===== src/rtl/mips_reg_hazard_scheduler.sv =====
// Reg-stage hazard scheduler: a three-slot scoreboard of in-flight register
// writes (EX, MEM, WB) that produces the stall request and forwarding selects.
module mips_reg_hazard_scheduler #(
   parameter int unsigned REG_BITS = 5,
   parameter int unsigned CNT_BITS = 16
) (
   input  logic                clock,
   input  logic                reset,
   input  logic                valid,
   input  logic                kill,
   input  logic [REG_BITS-1:0] src1,
   input  logic [REG_BITS-1:0] src2,
   input  logic                src1Used,
   input  logic                src2Used,
   input  logic [REG_BITS-1:0] dest,
   input  logic                destWrite,
   input  logic                isLoad,
   input  logic                isBranch,
   output logic                stall,
   output logic [1:0]          fwd1,
   output logic [1:0]          fwd2,
   output logic [CNT_BITS-1:0] stallCount
);

   // The WB slot never needs its load flag: a WB value is always forwardable.
   logic                ex_live_q, mem_live_q, wb_live_q;
   logic                ex_live_d;
   logic [REG_BITS-1:0] ex_dest_q, mem_dest_q, wb_dest_q;
   logic                ex_load_q, mem_load_q;
   logic [CNT_BITS-1:0] cnt_q, cnt_d;
   logic                hazard1, hazard2;

   // Operand s needs a stall when its producer cannot yet supply the value.
   function automatic logic operand_hazard(
      input logic                s,
      input logic [REG_BITS-1:0] idx,
      input logic                branch,
      input logic                ex_live,
      input logic [REG_BITS-1:0] ex_dest,
      input logic                ex_load,
      input logic                mem_live,
      input logic [REG_BITS-1:0] mem_dest,
      input logic                mem_load
   );
      logic ex_hit, mem_hit;
      ex_hit  = ex_live && (ex_dest == idx);
      mem_hit = mem_live && (mem_dest == idx);
      return s && ((ex_hit && (ex_load || branch)) || (branch && mem_hit && mem_load));
   endfunction

   // Youngest live match wins; non-live slots (including r0 writes) never match.
   function automatic logic [1:0] forward_sel(
      input logic [REG_BITS-1:0] idx,
      input logic                ex_live,
      input logic [REG_BITS-1:0] ex_dest,
      input logic                mem_live,
      input logic [REG_BITS-1:0] mem_dest,
      input logic                wb_live,
      input logic [REG_BITS-1:0] wb_dest
   );
      if (ex_live && ex_dest == idx) return 2'd1;
      if (mem_live && mem_dest == idx) return 2'd2;
      if (wb_live && wb_dest == idx) return 2'd3;
      return 2'd0;
   endfunction

   // Combinational stall and forwarding decisions for the current Reg-stage instruction.
   always_comb begin
      hazard1 = operand_hazard(valid && src1Used && (src1 != '0), src1, isBranch,
                               ex_live_q, ex_dest_q, ex_load_q,
                               mem_live_q, mem_dest_q, mem_load_q);
      hazard2 = operand_hazard(valid && src2Used && (src2 != '0), src2, isBranch,
                               ex_live_q, ex_dest_q, ex_load_q,
                               mem_live_q, mem_dest_q, mem_load_q);
      stall   = !kill && (hazard1 || hazard2);
      fwd1    = forward_sel(src1, ex_live_q, ex_dest_q, mem_live_q, mem_dest_q,
                            wb_live_q, wb_dest_q);
      fwd2    = forward_sel(src2, ex_live_q, ex_dest_q, mem_live_q, mem_dest_q,
                            wb_live_q, wb_dest_q);
   end

   // Next EX entry and saturating stall counter.
   always_comb begin
      ex_live_d = destWrite && (dest != '0) && valid && !stall && !kill;
      cnt_d     = cnt_q;
      if (stall && (cnt_q != '1)) begin
         cnt_d = cnt_q + CNT_BITS'(1);
      end
   end

   // Scoreboard shifts every cycle so older writes always drain.
   always_ff @(posedge clock or negedge reset) begin
      if (!reset) begin
         ex_live_q  <= 1'b0;
         mem_live_q <= 1'b0;
         wb_live_q  <= 1'b0;
         ex_dest_q  <= '0;
         mem_dest_q <= '0;
         wb_dest_q  <= '0;
         ex_load_q  <= 1'b0;
         mem_load_q <= 1'b0;
         cnt_q      <= '0;
      end else begin
         wb_live_q  <= mem_live_q;
         wb_dest_q  <= mem_dest_q;
         mem_live_q <= ex_live_q;
         mem_dest_q <= ex_dest_q;
         mem_load_q <= ex_load_q;
         ex_live_q  <= ex_live_d;
         ex_dest_q  <= dest;
         ex_load_q  <= isLoad;
         cnt_q      <= cnt_d;
      end
   end

   assign stallCount = cnt_q;

endmodule


===== config.mk =====
export PLATFORM = sky130hd
export DESIGN_NAME = mips_reg_hazard_scheduler
export DESIGN_NICKNAME = d
export VERILOG_FILES = /design/src/rtl/mips_reg_hazard_scheduler.sv
export SDC_FILE = /design/constraint.sdc
export NUM_CORES = 1
export LEC_CHECK = 0
export CORE_MARGIN = 5
export CORE_UTILIZATION = 33
export DETAILED_ROUTE_END_ITERATION = 7
export GPL_TIMING_DRIVEN = 0
export HOLD_SLACK_MARGIN = 0.06
export PLACE_DENSITY = 0.62
export RECOVER_POWER = 50
export SYNTH_ARGS = -nofsm -noshare
export SYNTH_HDL_FRONTEND = slang
export SYNTH_SLANG_ARGS = --single-unit

===== constraint.sdc =====
create_clock -name clock -period 3 [get_ports clock]
set_clock_uncertainty 0.15 [all_clocks]
set_input_delay 0.6 -clock clock [delete_from_list [all_inputs] [get_ports clock]]
set_output_delay 0.6 -clock clock [all_outputs]
set_load 0.05 [all_outputs]

==> flow_results.org, run 1 <==
** Critical path
- Maximum fanout encountered on the critical timing path :: 4
- Setup Crit Path Kind :: primary input to primary output
- The worst setup path is captured at a primary output.
- CP arrival :: 2.17 ns
- The worst register-to-register path has a depth of 7.
- The worst setup path is launched from a primary input.
- STA puts the critical path data required time at 2.25 ns.

** Power
- Share of total power in combinational logic :: 0.114
- Cell internal power was estimated by the tool at 715 uW.
- Flop pwr share :: 0.528
- Of the total power, the clock network draws 0.358.
- The analysis attributes to net switching a power of 258 uW.
- Maximum vdd drop :: 0.000202 V
- In this run the static leakage power is 0.00101 uW.
- Net Sw Frac :: 0.265
- For this design the ratio of total power to cell area is 396 nW/um^2.

** Clocking
- TritonCTS buffer count :: 5
- The clock reaches the later pin of the worst-skew pair after 0.29 ns.
- The H-tree was split into 2 levels.
- After clock tree synthesis, the setup repair step added 0 buffers.
- TritonCTS Sinks :: 36
- Counting along the longest clock path gives a buffer depth of 2.
- TritonCTS clock tree :: yes
- For this design, the CTS-stage hold fixing added 0 buffers.
- After clock tree synthesis, the clock-pin slew on the worst setup and hold paths is 0.08 ns.
- Root Buffer :: sky130_fd_sc_hd__clkbuf_8

** Routing
- The routed layout has 1,369 vias.
- Per-cell routed wire length :: 14.6 microns
- Detailed-route DRC error count :: 0
- In this run the remaining antenna-violating nets after routing total 0.
- Wires add up to 4.27 mm.
- Initial DRC count :: 32
- After detailed routing, the number of vias per cell comes to 4.67.
- First-pass detailed-route iteration total :: 4

** Placed design
- At the end of routability-driven placement, the weighted congestion stood at 0.792.
- Prior to clock tree synthesis, the placed netlist has a worst setup slack of -0.790 ns.
- Detailed placer's ending HPWL :: 3.22 mm
- During placement, the flow inserted port buffers numbering 44.

** Synth
- Synthesis produced a netlist whose cell count is 167.
- For this run, the register share of the synthesized area comes to 0.491.
- After synthesis the netlist holds a flip-flop and latch count of 36.
- Average cell area after synthesis :: 11.0 sq um
- EDFF count, synth :: 0
- Of the post-synthesis cell area, the dominant cell type holds 0.491.
- Most frequently used cell type in the post-synthesis netlist :: sky130_fd_sc_hd__dfrtp_1
- When the netlist entered floorplanning its net count stood at 192.
- Top area cells in the synthesized netlist :: sky130_fd_sc_hd__dfrtp_1, sky130_fd_sc_hd__xnor2_1, sky130_fd_sc_hd__xor2_1
- During synthesis, Yosys emitted a total of 0 warnings.
- Proportion of register bits with asynchronous set or reset after synthesis :: 1.00
- By count the netlist is led by sky130_fd_sc_hd__dfrtp_1, sky130_fd_sc_hd__xnor2_1, sky130_fd_sc_hd__nand2_1, sky130_fd_sc_hd__xor2_1, sky130_fd_sc_hd__nor2_1.
- Prevailing post-synth register cell :: sky130_fd_sc_hd__dfrtp_1
- Post-synthesis cell area :: 1830 sq um
- The synthesized design spends more area on one cell type than any other, namely sky130_fd_sc_hd__dfrtp_1.
- Number of different library cells in the post-synthesis netlist :: 33

** Global routing
- All-layer global routing usage :: 0.125
- The first global-routing pass estimated 7.16 mm of wire.
- Pin count of the biggest net entering global routing :: 37
- The initial antenna violation count is 2.
- The via count of the first global-routing pass came to 1,508.
- For this run the aggregate overflow at the end of global routing stands at 0.

** STA
- In this run the tightest slew margin relative to its limit is -0.286.
- The number of hold violations in the final report is 0.
- Final critical path time including I/O delays and setup :: 2.92 ns
- The max-slew violation total from the final report is 37.
- At the pin with the least slew margin, the transition time is 1.93 ns.
- Peak Freq :: 0.343 GHz
- Hold Worst Slack :: 0.227 ns
- Final setup violating endpoints :: 0
- Post-route setup slack :: 0.0815 ns
- Of the available clock period, the critical path in the final layout requires 0.973.

** Die
- Die area :: 7150 sq um
- After floorplanning, the core was divided into 27 placement rows.
- 45 I/O pins were placed.
- Width of the die :: 84.6 microns
- Placeable core region :: 5440 sq um
- Starting density of the core :: 0.337
- Die extent in y :: 84.6 microns

** Job
- The tool flagged a number of max-cap violations equal to 1.

** Hold path
- The worst hold path belongs to the class flop to flop.
- The worst hold path passes through 0 cells.

** Run status
- Run status :: complete, but fails checks
- The final reports fail on capacitance limit, slew limit.

** Final layout
- Of the cells placed in the final design, the portion with a size suffix greater than 1 is 0.187.
- Relative area change from synthesis to final layout :: 33.7%
- After the last flow step, the layout net total stands at 243.
## timing repair
action / in CTS / in global routing
endpoints found under the setup margin: 5 / 1
pin swaps: 0 / 4
gates resized for setup: 34 / 14
## cell families after synthesis
logic type               after synthesis  share of synthesized area
flip-flops                            36                      0.491
multiplexers                           3                     0.0205
AND/OR/NAND/NOR                       67                      0.203
buffers and inverters                  3                     0.0143
XOR/XNOR                              43                      0.205
AO/OA/AOI/OAI                         14                     0.0593
adder cells (fa/ha/maj)                1                    0.00682
## placed cells by master (no fill, tap or decap), drive strengths merged
cell type      netlist  final
clkbuf               1     11
dlygate4sd2          0      6
and2                 1      1
diode                0      2
clkinv               0      3
a21oi                4      4
nand3                8      8
xor2                13     13
o2111a               1      1
a221oi               1      1
dlygate4sd3          0      6
dfrtp               36     36
clkdlybuf4s50        0     22
nand4                5      5
mux2                 3      3
o32a                 1      1
or2                  1      1
o21bai               2      2
o21ai                3      3
nor2b                1      1
xnor2               30     30
and3                 9      9
buf                  2      5
and4                 1      1
nor3                 7      7
nor4                 2      2
nand2               17     17
nor2                11     11
clkdlybuf4s15        0      2
a22o                 2      2
or4                  3      3
or2b                 1      1
ha                   1      1
## state kept, by name (all words and copies together) (netlist names), 5 cells and up
register	flops
ex_dest_q	5
stallCount	16
mem_dest_q	5
wb_dest_q	5
## metrics by stage
stage	setup TNS, ns	instances	instance area [sq um]	util	total power, uW
after CTS	0	291	2430	0.447	985
after global placement	-2.99	283	2360	0.435	639
after detailed placement	-3.13	283	2360	0.434	639
after floorplan	0	167	1830	-	575
final	0	293	2450	0.451	972
after global routing	-0.00855	293	2450	0.451	1020
## path summary, 6_finish.rpt
path | startpoint | to | slack, ns
worst min register to register | ex_load_q | mem_load_q | 0.23
worst max-delay path | src1[2] | stall | 0.08
min in group asynchronous | reset | stallCount[11] | 0.69
max in group asynchronous | reset | stallCount[0] | 0.91
worst max register to register | ex_dest_q[0] | stallCount[10] | 0.78
worst min-delay path | ex_load_q | mem_load_q | 0.23
## critical path: stages
cell	delay, ns
sky130_fd_sc_hd__dlygate4sd2_1	0.30
sky130_fd_sc_hd__or4_4	0.55
sky130_fd_sc_hd__o21ai_4	0.18
sky130_fd_sc_hd__o21bai_2	0.15
sky130_fd_sc_hd__and2_2	0.17
sky130_fd_sc_hd__nor2_1	0.04
sky130_fd_sc_hd__buf_4	0.18
## layer usage
| layer | GRT usage | vias up | part of all wire |
|---|---|---|---|
| met1 | 0.156 | 634 | 0.45 |
| met5 | 0 | - | 0 |
| met4 | 0.0432 | 0 | 0.015 |
| li1 | - | 682 | - |
| met2 | 0.197 | 46 | 0.46 |
| met3 | 0.0500 | 7 | 0.078 |
## final cells by class
type	count	area, sq um
Fill cell	532	2990
Multi-Input combinational cell	128	946
Sequential cell	36	901
Timing Repair Buffer	44	397
Tap cell	72	90.1
Clock buffer	5	68.8
Buffer	3	26.3
Clock inverter	3	18.8
Antenna cell	2	5.00
## power groups by stage
stage	clock (uW)	sequential, uW	combinational, uW
after floorplan	0	524	50.4
after global placement	0	523	116
after detailed placement	0	523	116
after CTS	359	513	113
after global routing	380	516	124
final	348	513	111
Power figures use the tool's default switching activity.
==> inputs of run 2 (changes only) <==
--- a/config.mk
+++ b/config.mk
@@ -5,12 +5,13 @@
 export SDC_FILE = /design/constraint.sdc
 export NUM_CORES = 1
 export LEC_CHECK = 0
+export CAP_MARGIN = 20
 export CORE_MARGIN = 5
-export CORE_UTILIZATION = 33
+export CORE_UTILIZATION = 49
 export DETAILED_ROUTE_END_ITERATION = 7
 export GPL_TIMING_DRIVEN = 0
 export HOLD_SLACK_MARGIN = 0.06
-export PLACE_DENSITY = 0.62
+export PLACE_DENSITY = 0.84
 export RECOVER_POWER = 50
 export SYNTH_ARGS = -nofsm -noshare
 export SYNTH_HDL_FRONTEND = slang
==> flow_results.org, run 2 (synthesis gave the netlist of run 1 again) <==
** Run status
- The run finished, with violations left.
- The final reports fail on capacitance limit, slew limit.

** Placed design
- The number of port buffers came to 44 (unchanged).
- Detailed placer's ending HPWL :: 3.07 mm (-4.7%)
- The placer's final routability congestion estimate is 0.823 (+4.0%).

** STA
- The number of hold violations in the final report is 0 (unchanged).
- The maximum clock rate was 0.339 GHz (-1.1%).
- Final Slew Violations :: 37 (unchanged)
- Max-slew headroom at the worst pin :: -0.246 (+0.0403)
- Final setup violating endpoints :: 0 (unchanged)
- Final critical path time including I/O delays and setup :: 2.95 ns (+0.0316 ns)
- Tightest Pin Transition :: 1.87 ns (-0.0604 ns)
- Setup repair after global routing left no endpoint under its margin.
- Fraction of the cycle the final worst path needs :: 0.983 (+0.0105)

** Die
- The vertical extent of the die is 71.2 microns (-16%).
- Starting density of the core :: 0.505 (+0.168)
- The number of primary I/O pins is 45 (unchanged).
- The total die area came to 5070 sq um (-29%).
- Std cell rows :: 22 (-19%)
- The core region area is 3630 sq um (-33%).
- The die width came to 71.2 microns (-16%).

** Critical path
- Setup Crit Path Kind :: primary input to primary output
- The required time of the critical path is 2.25 ns (about the same).
- Worst path top cell family by delay :: simple AND/OR/NAND/NOR gates
- Sort of element at the start of the critical path :: primary input
- STA classifies the critical path endpoint as a primary output.
- The internal reg-to-reg setup slack came to 0.76 ns (-0.02 ns).
- Slowest CP cell :: sky130_fd_sc_hd__or4_4
- Series of cell instances along the critical path :: dlygate4sd2_1 -> or4_4 -> o21ai_4 -> o21bai_4 -> and2_4 -> nor2_1 -> buf_4
- Maximum cell stage delay along the critical path :: 0.58 ns (+0.03 ns)
- The data arrival time of the critical path is 2.20 ns (+0.03 ns).
- Reg2reg start :: ex_dest_q[2]
- The combined buffer and inverter count along the critical path is 2 (unchanged).
- R2R depth :: 7 (unchanged)
- The top fanout value on the critical path was 4 (unchanged).
- Endpoint of the most critical register-to-register path :: stallCount[1]

** Clocking
- The clock transition at the registers of the reported paths was 0.07 ns (about the same).
- The largest buffer count on any clock path came to 2 (unchanged).
- Root Buffer :: sky130_fd_sc_hd__clkbuf_8
- TritonCTS Sinks :: 36 (unchanged)
- TritonCTS built the clock tree.
- The H-tree level count is 2 (unchanged).
- Clock latency reported for the late side of the worst-skew pair :: 0.29 ns (about the same)
- TritonCTS buffer count :: 5 (unchanged)

** Global routing
- The first-pass GRT wire length came to 7.45 mm (+4.0%).
- Total global routing overflow :: 0 (unchanged)
- The initial antenna violation count came to 0 (-2).
- Pin count of the biggest net entering global routing :: 37 (unchanged)
- Number of global-route vias before repair :: 1,538 (+2.0%)
- All-layer global routing usage :: 0.187 (+0.0622)

** Job
- Number of maximum-capacitance constraint violations :: 1 (unchanged)

** Final layout
- Relative to the synthesized area, the layout overhead comes to 35.7%.
- The number of inserted diodes is 0 (-2).
- The library cells used most frequently in the layout, excluding fill and tap cells, are sky130_fd_sc_hd__dfrtp_1, sky130_fd_sc_hd__xnor2_1, sky130_fd_sc_hd__clkdlybuf4s50_1.
- The library cell used most frequently in the layout, excluding fill and tap cells, is sky130_fd_sc_hd__dfrtp_1.
- The share of cells above drive strength 1 came to 0.182 (-0.00540).
- The flip-flop count of the largest register after layout came to 16 (unchanged).
- The end-of-flow core utilization is 0.685 (+0.234).
- The final-layout fill cell count was 297 (-44%).
- The final net count came to 244 (+0.41%).

** Hold path
- Hold path cells :: 0 (unchanged)
- For hold timing, the worst endpoint is mem_load_q.
- Hold crit path type :: flop to flop
- The startpoint identified for the worst hold timing path is ex_load_q.

** Routing
- Antenna viol nets, final :: 0 (unchanged)
- Per-cell routed wire length :: 15.7 microns (+8.2%)
- First-pass detailed-route iteration total :: 4 (unchanged)
- Routed via count :: 1,409 (+2.9%)
- Vias/cell :: 5.26 (+13%)
- Detailed-route wire length :: 4.22 mm (-1.1%)
- Detailed-route DRC error count :: 0 (unchanged)
- The iteration-0 DRC count of the detailed router was 46 (+44%).

** Power
- The power after layout came to 1060 uW (+8.7%).
- The peak ir drop on the vdd network is 0.000314 V (+56%).
- Pwr per Cell Area :: 425 nW/um^2 (+7.1%)
- The static power due to leakage was 0.00105 uW (+3.8%).
-- run 2: cell count changes in the layout (fill, tap and decap cells not counted), moves of 2 or more --
cell,before,now
sky130_fd_sc_hd__clkbuf_2,4,1
sky130_fd_sc_hd__diode_2,2,0
sky130_fd_sc_hd__dlygate4sd2_1,6,8
sky130_fd_sc_hd__nor3_2,7,5
sky130_fd_sc_hd__nor3_4,0,2
-- run 2: how the worst max path moves through the flow --
stage             from    end  cells past startpoint
3_5_place_dp   src2[1]  stall                      7
4_1_cts        src1[1]  stall                      7
5_1_grt        src2[1]  stall                      7
3_3_place_gp   src1[1]  stall                      7
2_1_floorplan  src2[2]  stall                      6
6_report       src2[1]  stall                      7
-- run 2: routing by layer --
metal,routed length (microns),vias up,GRT usage
met1,1890,669,0.247
met5,0,-,0
met2,1940,51,0.278
met4,84,0,0.0689
met3,306,9,0.0753
li1,-,680,-
-- run 2: final cells by class --
| class | instances | area (sq um) | area share |
|---|---|---|---|
| well taps | 48 | 60.1 | 0.0241 |
| clock inverters | 2 | 35.0 | 0.0141 |
| flip-flops and latches | 36 | 901 | 0.362 |
| multi-input cells | 128 | 971 | 0.390 |
| clock buffers | 6 | 72.6 | 0.0292 |
| plain buffers | 3 | 26.3 | 0.0106 |
| repair buffers | 45 | 423 | 0.170 |
-- run 2: what timing repair did --
action	CTS	global route
pin swaps	1	3
setup endpoints to repair	5	3
buffers inserted	0	1
hold buffers	0	0
resized for setup	34	13
-- run 2: through the flow --
| stage | TNS (ns) | std cells | hold WS (ns) | setup WS [ns] | cell area [sq um] |
|---|---|---|---|---|---|
| 2_1_floorplan | 0 | 167 | 0.154 | 0.252 | 1830 |
| 3_3_place_gp | -2.93 | 259 | 0.207 | -0.757 | 2330 |
| 3_5_place_dp | -3.07 | 259 | 0.212 | -0.785 | 2330 |
| 4_1_cts | 0 | 267 | 0.229 | 0.0252 | 2440 |
| 5_1_grt | 0 | 268 | 0.262 | 0.00750 | 2490 |
| 6_report | 0 | 268 | 0.236 | 0.0499 | 2490 |
-- run 2: power breakdown --
part / switching [uW] / leakage (uW) / internal (uW)
Sequential: 14.7 / 0.000462 / 499
Clock: 178 / 0.0000552 / 247
Combinational: 62.1 / 0.000528 / 55.8
-- run 2: worst reg2reg max path, delay by kind of cell (launching register included) --
family | cells | cell delay, ns
simple gates | 2 | 0.45
flops | 1 | 0.42
compound gates | 2 | 0.41
mux | 1 | 0.30
xor+xnor | 1 | 0.20
buf+inv | 1 | 0.20
